===== src/rtl/ecc_serial_frame_rx.sv =====
// Multi-lane bit-serial frame receiver: optional 2-bit length header, then N bits per lane MSB-first
// collected into zero-extended MAX_BITS registers, with done/busy/restart status.
module ecc_serial_frame_rx #(
  parameter int MAX_BITS   = 256,
  parameter int LANES      = 6,
  parameter int HAS_HEADER = 1
) (
  input  logic                      clk,
  input  logic                      rst,
  input  logic                      i_valid,
  input  logic                      i_mode,
  input  logic [1:0]                i_len_sel,
  input  logic [LANES-1:0]          i_data,
  output logic [LANES*MAX_BITS-1:0] o_data,
  output logic [1:0]                o_len_sel,
  output logic                      o_done,
  output logic                      o_busy,
  output logic                      o_restart_err
);

  localparam int CW = $clog2(MAX_BITS + 1);

  typedef enum logic [1:0] {IDLE, HDR1, HDR0, SHIFT} state_t;

  state_t        state_reg, state_next;
  logic [CW-1:0] cnt_reg, cnt_next;
  logic [1:0]    len_reg, len_next;
  logic          done_reg, done_next;
  logic          err_reg, err_next;
  logic          clr, shift_en;

  function automatic logic [CW-1:0] len_decode(input logic [1:0] code);
    case (code)
      2'd0:    return CW'(MAX_BITS / 8);
      2'd1:    return CW'(MAX_BITS / 4);
      2'd2:    return CW'(MAX_BITS / 2);
      default: return CW'(MAX_BITS);
    endcase
  endfunction

  always_ff @(posedge clk or negedge rst) begin
    if (!rst) begin
      state_reg <= IDLE;
      cnt_reg   <= '0;
      len_reg   <= '0;
      done_reg  <= 1'b0;
      err_reg   <= 1'b0;
    end else begin
      state_reg <= state_next;
      cnt_reg   <= cnt_next;
      len_reg   <= len_next;
      done_reg  <= done_next;
      err_reg   <= err_next;
    end
  end

  // A start strobe wins over every state, so a restart begins on the same edge as a fresh frame.
  always_comb begin
    state_next = state_reg;
    cnt_next   = cnt_reg;
    len_next   = len_reg;
    done_next  = 1'b0;
    err_next   = 1'b0;
    clr        = 1'b0;
    shift_en   = 1'b0;
    if (i_valid) begin
      clr      = 1'b1;
      err_next = (state_reg != IDLE);
      if (HAS_HEADER != 0) begin
        state_next = HDR1;
      end else begin
        len_next   = i_len_sel;
        cnt_next   = len_decode(i_len_sel);
        state_next = SHIFT;
      end
    end else begin
      case (state_reg)
        HDR1: begin
          len_next   = {i_mode, len_reg[0]};
          state_next = HDR0;
        end
        HDR0: begin
          len_next   = {len_reg[1], i_mode};
          cnt_next   = len_decode({len_reg[1], i_mode});
          state_next = SHIFT;
        end
        SHIFT: begin
          shift_en = 1'b1;
          cnt_next = cnt_reg - CW'(1);
          if (cnt_reg == CW'(1)) begin
            state_next = IDLE;
            done_next  = 1'b1;
          end
        end
        default: ;
      endcase
    end
  end

  // Clearing at frame start is what zero-extends short operands.
  genvar gi;
  generate
    for (gi = 0; gi < LANES; gi++) begin : g_lane
      logic [MAX_BITS-1:0] lane_reg;
      always_ff @(posedge clk or negedge rst) begin
        if (!rst)          lane_reg <= '0;
        else if (clr)      lane_reg <= '0;
        else if (shift_en) lane_reg <= {lane_reg[MAX_BITS-2:0], i_data[gi]};
      end
      assign o_data[gi*MAX_BITS +: MAX_BITS] = lane_reg;
    end
  endgenerate

  assign o_len_sel     = len_reg;
  assign o_done        = done_reg;
  assign o_busy        = (state_reg != IDLE);
  assign o_restart_err = err_reg;

endmodule


===== config.mk =====
export PLATFORM = sky130hd
export DESIGN_NAME = ecc_serial_frame_rx
export DESIGN_NICKNAME = d
export VERILOG_FILES = /design/src/rtl/ecc_serial_frame_rx.sv
export SDC_FILE = /design/constraint.sdc
export NUM_CORES = 2
export LEC_CHECK = 0
export BUFFER_PORTS_ARGS = -buffer_cell sky130_fd_sc_hd__buf_2
export CAP_MARGIN = 20
export CORE_AREA = 4 4 598 600
export DETAILED_ROUTE_END_ITERATION = 10
export DIE_AREA = 0 0 602 604
export HOLD_SLACK_MARGIN = 0.08
export RECOVER_POWER = 25
export SYNTH_ARGS = -nofsm -noshare
export SYNTH_HDL_FRONTEND = slang
export SYNTH_SLANG_ARGS = --single-unit

===== constraint.sdc =====
create_clock -name clk -period 4.3 [get_ports clk]
set_input_delay 0.215 -clock clk [delete_from_list [all_inputs] [get_ports clk]]
set_output_delay 0.215 -clock clk [all_outputs]
set_load 0.02 [all_outputs]

==> impl_metrics.prom <==
# TYPE chip_impl_metric gauge
chip_impl_info{name="status",value="finished with violations"} 1
chip_impl_info{name="violations",value="capacitance limit, slew limit"} 1
chip_impl_info{name="timing.critical_path.to_type",value="asynchronous set/reset pin"} 1
chip_impl_metric{name="ys_seq_area_frac",unit=""} 0.640
chip_impl_info{name="critPathKind",value="in -> async"} 1
chip_impl_metric{name="placement.cell_area",unit="sq um"} 73800
chip_impl_metric{name="total_routing_usage_reported_by_global_routing",unit=""} 0.122
chip_impl_info{name="commonest_cells_after_routing_fill_and_taps_aside",value="sky130_fd_sc_hd__nand2_1, sky130_fd_sc_hd__dfrtp_1, sky130_fd_sc_hd__buf_2"} 1
chip_impl_metric{name="pwr_density_cell",unit="nW/um^2"} 401
chip_impl_metric{name="critical_path_required",unit="ns"} 4.56
chip_impl_metric{name="finalWorstPathRequiredPeriod",unit="ns"} 3.16
chip_impl_metric{name="grt_max_degree",unit=""} 217
chip_impl_metric{name="synthesis.instances",unit=""} 6744
chip_impl_metric{name="worst_pin_slew",unit="ns"} 3.06
chip_impl_metric{name="power.static_leakage",unit="nW"} 37.0
chip_impl_metric{name="chipHeight",unit="microns"} 604
chip_impl_metric{name="ir_drop",unit="uV"} 312
chip_impl_metric{name="share_of_the_core_filled_with_cells",unit=""} 0.226
chip_impl_metric{name="post-place-ws",unit="ns"} 1.55
chip_impl_metric{name="route.antenna.remaining_nets",unit=""} 0
chip_impl_metric{name="drv.max_cap_violation_count",unit=""} 13
chip_impl_metric{name="ff2ff_path_depth",unit=""} 5
chip_impl_metric{name="finalSetupTns",unit="ns"} 0
chip_impl_metric{name="timing_max_transition_violations_final",unit=""} 724
chip_impl_metric{name="sequential_cell_area",unit="sq um"} 38800
chip_impl_metric{name="setup_ws",unit="ns"} 1.14
chip_impl_metric{name="filler_cell_count",unit=""} 38400
chip_impl_metric{name="grtUsageMet3",unit=""} 0.0287
chip_impl_info{name="rsz0062_at_grt",value="false"} 1
chip_impl_metric{name="initial_core_util",unit=""} 0.172
chip_impl_metric{name="hold_viol_final",unit=""} 0
chip_impl_metric{name="pin_count",unit=""} 1553
chip_impl_metric{name="clkLatencyLatePin",unit="ns"} 0.84
chip_impl_metric{name="placeable_core_region",unit="sq um"} 352000
chip_impl_metric{name="finalSetupViolCount",unit=""} 0
chip_impl_metric{name="multi_input_logic_area",unit="sq um"} 19700
chip_impl_metric{name="antenna_found_initial",unit=""} 8
chip_impl_metric{name="relSlewSlack",unit=""} -1.04
chip_impl_metric{name="synthesis.nets",unit=""} 6758
chip_impl_metric{name="core.rowCount",unit=""} 218
chip_impl_info{name="cts_root_buffer",value="sky130_fd_sc_hd__clkbuf_16"} 1
chip_impl_metric{name="finalCritPeriodShare",unit=""} 0.734
chip_impl_metric{name="postSynth.asyncResetShare",unit=""} 1.00
chip_impl_metric{name="via_count_of_the_first_global_routing_pass",unit=""} 50400
chip_impl_metric{name="syn-cell-area",unit="sq um"} 60600
chip_impl_metric{name="synth_edf_count",unit=""} 0
chip_impl_info{name="rr_startpoint",value="state_reg[0]$_DFFE_PN0P_"} 1
chip_impl_info{name="crit_path_start",value="rst"} 1
chip_impl_info{name="worstReg2RegEnd",value="g_lane[5].lane_reg[203]$_DFFE_PN0P_"} 1
chip_impl_metric{name="yosysUniqueCellTypes",unit=""} 37
chip_impl_metric{name="fraction_of_final_layout_cells_sized_beyond_drive_strength_1",unit=""} 0.238
chip_impl_metric{name="reg2reg_slack",unit="ns"} 1.51
chip_impl_metric{name="critPathMaxFanout",unit=""} 119
chip_impl_metric{name="totalWireLength",unit="microns"} 237000
chip_impl_metric{name="global_route_wire_length_before_repair",unit="microns"} 346000
chip_impl_metric{name="finish.net_count",unit=""} 8124
chip_impl_metric{name="wl_per_cell",unit="microns"} 18.2
chip_impl_metric{name="ctsLongestPathBuffers",unit=""} 4
chip_impl_metric{name="port_buf_inserts",unit=""} 1550
chip_impl_metric{name="die_width",unit="microns"} 602
chip_impl_metric{name="hpwlAfterDp",unit="microns"} 170000
chip_impl_metric{name="dieArea",unit="sq um"} 364000
chip_impl_info{name="cts_tree",value="done"} 1
chip_impl_metric{name="p_total",unit="W"} 0.0319
chip_impl_metric{name="clock_tree.htree_level_count",unit=""} 4
chip_impl_metric{name="met1_usage",unit=""} 0.154
chip_impl_info{name="mostFrequentLayoutCell",value="sky130_fd_sc_hd__nand2_1"} 1
chip_impl_info{name="gr-max-usage-layer",value="met2"} 1
chip_impl_metric{name="fmaxAchievable",unit="MHz"} 317
chip_impl_metric{name="grt_remaining_overflow",unit=""} 0
chip_impl_metric{name="grtUsageMet2",unit=""} 0.198
chip_impl_info{name="cp-start-kind",value="primary input"} 1
chip_impl_metric{name="post-route-drc-count",unit=""} 0
chip_impl_metric{name="cts-buffers-inserted",unit=""} 179
chip_impl_metric{name="worst-endpoint-arrival",unit="ns"} 3.42
chip_impl_metric{name="drt-initial-drc-count",unit=""} 5526
chip_impl_metric{name="clock_skew",unit="ns"} 0.0481
chip_impl_metric{name="largest_reg_flops",unit=""} 1536
chip_impl_metric{name="clock_sinks",unit=""} 1551
chip_impl_info{name="timing.hold.worst.class",value="in -> reg"} 1
chip_impl_metric{name="gp_congestion",unit=""} 0.912
chip_impl_info{name="endpoint",value="g_lane[4].lane_reg[19]$_DFFE_PN0P_"} 1
chip_impl_metric{name="synth-warning-count",unit=""} 0
chip_impl_metric{name="clkTransAtPathRegs",unit="ns"} 0.06
chip_impl_metric{name="dr_total_vias",unit=""} 53200
chip_impl_info{name="ys_dominant_reg_cell",value="sky130_fd_sc_hd__dfrtp_1"} 1
chip_impl_metric{name="viasPerCell",unit=""} 4.10
chip_impl_metric{name="postLayoutCellArea",unit="sq um"} 79700
chip_impl_metric{name="area_growth",unit="%"} 31.5
chip_impl_metric{name="ys_seq_elements",unit=""} 1551
chip_impl_metric{name="syn-mean-instance-area",unit="sq um"} 8.99
chip_impl_metric{name="first_pass_iters",unit=""} 6
worst min-delay path by stage:
stage,startpoint,endpoint,slack (ns),cells after the start
6_report,i_data[0],g_lane[0].lane_reg[0]$_DFFE_PN0P_,0.19,4
5_1_grt,i_data[0],g_lane[0].lane_reg[0]$_DFFE_PN0P_,0.14,4
4_1_cts,i_data[0],g_lane[0].lane_reg[0]$_DFFE_PN0P_,0.09,4
3_5_place_dp,rst,g_lane[5].lane_reg[213]$_DFFE_PN0P_,0.27,1
3_3_place_gp,rst,g_lane[5].lane_reg[213]$_DFFE_PN0P_,0.27,1
2_1_floorplan,rst,cnt_reg[0]$_DFFE_PN0P_,-0.08,0
synthesized netlist by cell type, types with 2 or more instances:
cell | number | area (sq um)
sky130_fd_sc_hd__a21oi_1 | 1537 | 7690
sky130_fd_sc_hd__a31oi_1 | 2 | 12.5
sky130_fd_sc_hd__and2_1 | 2 | 12.5
sky130_fd_sc_hd__buf_1 | 45 | 169
sky130_fd_sc_hd__buf_2 | 182 | 911
sky130_fd_sc_hd__clkbuf_1 | 290 | 1090
sky130_fd_sc_hd__dfrtp_1 | 1551 | 38800
sky130_fd_sc_hd__ha_1 | 2 | 25.0
sky130_fd_sc_hd__inv_1 | 4 | 15.0
sky130_fd_sc_hd__mux2_2 | 2 | 22.5
sky130_fd_sc_hd__mux2i_1 | 2 | 20.0
sky130_fd_sc_hd__nand2_1 | 3077 | 11500
sky130_fd_sc_hd__nand2b_1 | 2 | 12.5
sky130_fd_sc_hd__nand3_1 | 2 | 10.0
sky130_fd_sc_hd__nand4_1 | 3 | 18.8
sky130_fd_sc_hd__nor2_1 | 5 | 18.8
sky130_fd_sc_hd__nor2b_1 | 5 | 31.3
sky130_fd_sc_hd__nor3b_1 | 3 | 22.5
sky130_fd_sc_hd__nor4_1 | 2 | 12.5
sky130_fd_sc_hd__o21ai_0 | 7 | 35.0
sky130_fd_sc_hd__o311ai_0 | 2 | 17.5
sky130_fd_sc_hd__or3_1 | 2 | 12.5
critical path, stage by stage:
cell and delay, ns:
sky130_fd_sc_hd__dlygate4sd3_1 0.58, sky130_fd_sc_hd__buf_12 0.30, sky130_fd_sc_hd__clkbuf_2 2.12
cell type report:
class | count | share of cell area
clock inverters | 58 | 0.0105
well taps | 4730 | 0.0742
repair buffers | 1702 | 0.117
clock buffers | 256 | 0.0643
inverters | 4 | 0.000188
flip-flops and latches | 1551 | 0.487
diodes | 6 | 0.000188
multi-input cells | 4672 | 0.247
power by group:
group          internal (W)  total (W)  switching, W
Sequential           0.0146     0.0147     0.0000573
Clock               0.00923     0.0156       0.00639
Combinational      0.000248    0.00162       0.00138
Total                0.0241     0.0319       0.00783
routing by layer:
metal,share of wire,vias to the layer above
met4,0.050,0
met1,0.40,26500
met2,0.48,1830
met5,0,-
met3,0.070,455
li1,-,24400
per-stage QoR:
stage / hold WS (ns) / instances
floorplan: -0.0806 / 6744
global placement: 0.271 / 12600
detailed placement: 0.269 / 12600
CTS: 0.0868 / 13000
global route: 0.143 / 13000
finish: 0.195 / 13000
logic make-up (layout without fill, tap and decap cells):
logic type      after synthesis  in the layout  synth area share
fa+ha+maj                     2              2          0.000413
buf+inv                     521           2020            0.0360
simple gates               3112           3112             0.194
flops                      1551           1551             0.640
mux                           4              4          0.000701
other cells                   0              6                 0
compound gates             1554           1554             0.129
timing repair:
item,in CTS,in global routing
hold endpoints to repair,1161,0
gates resized for setup,0,0
setup buffers,0,0
hold buffers,11,0
setup endpoints to repair,0,0
Note: power is estimated with default switching activity, not from simulation.
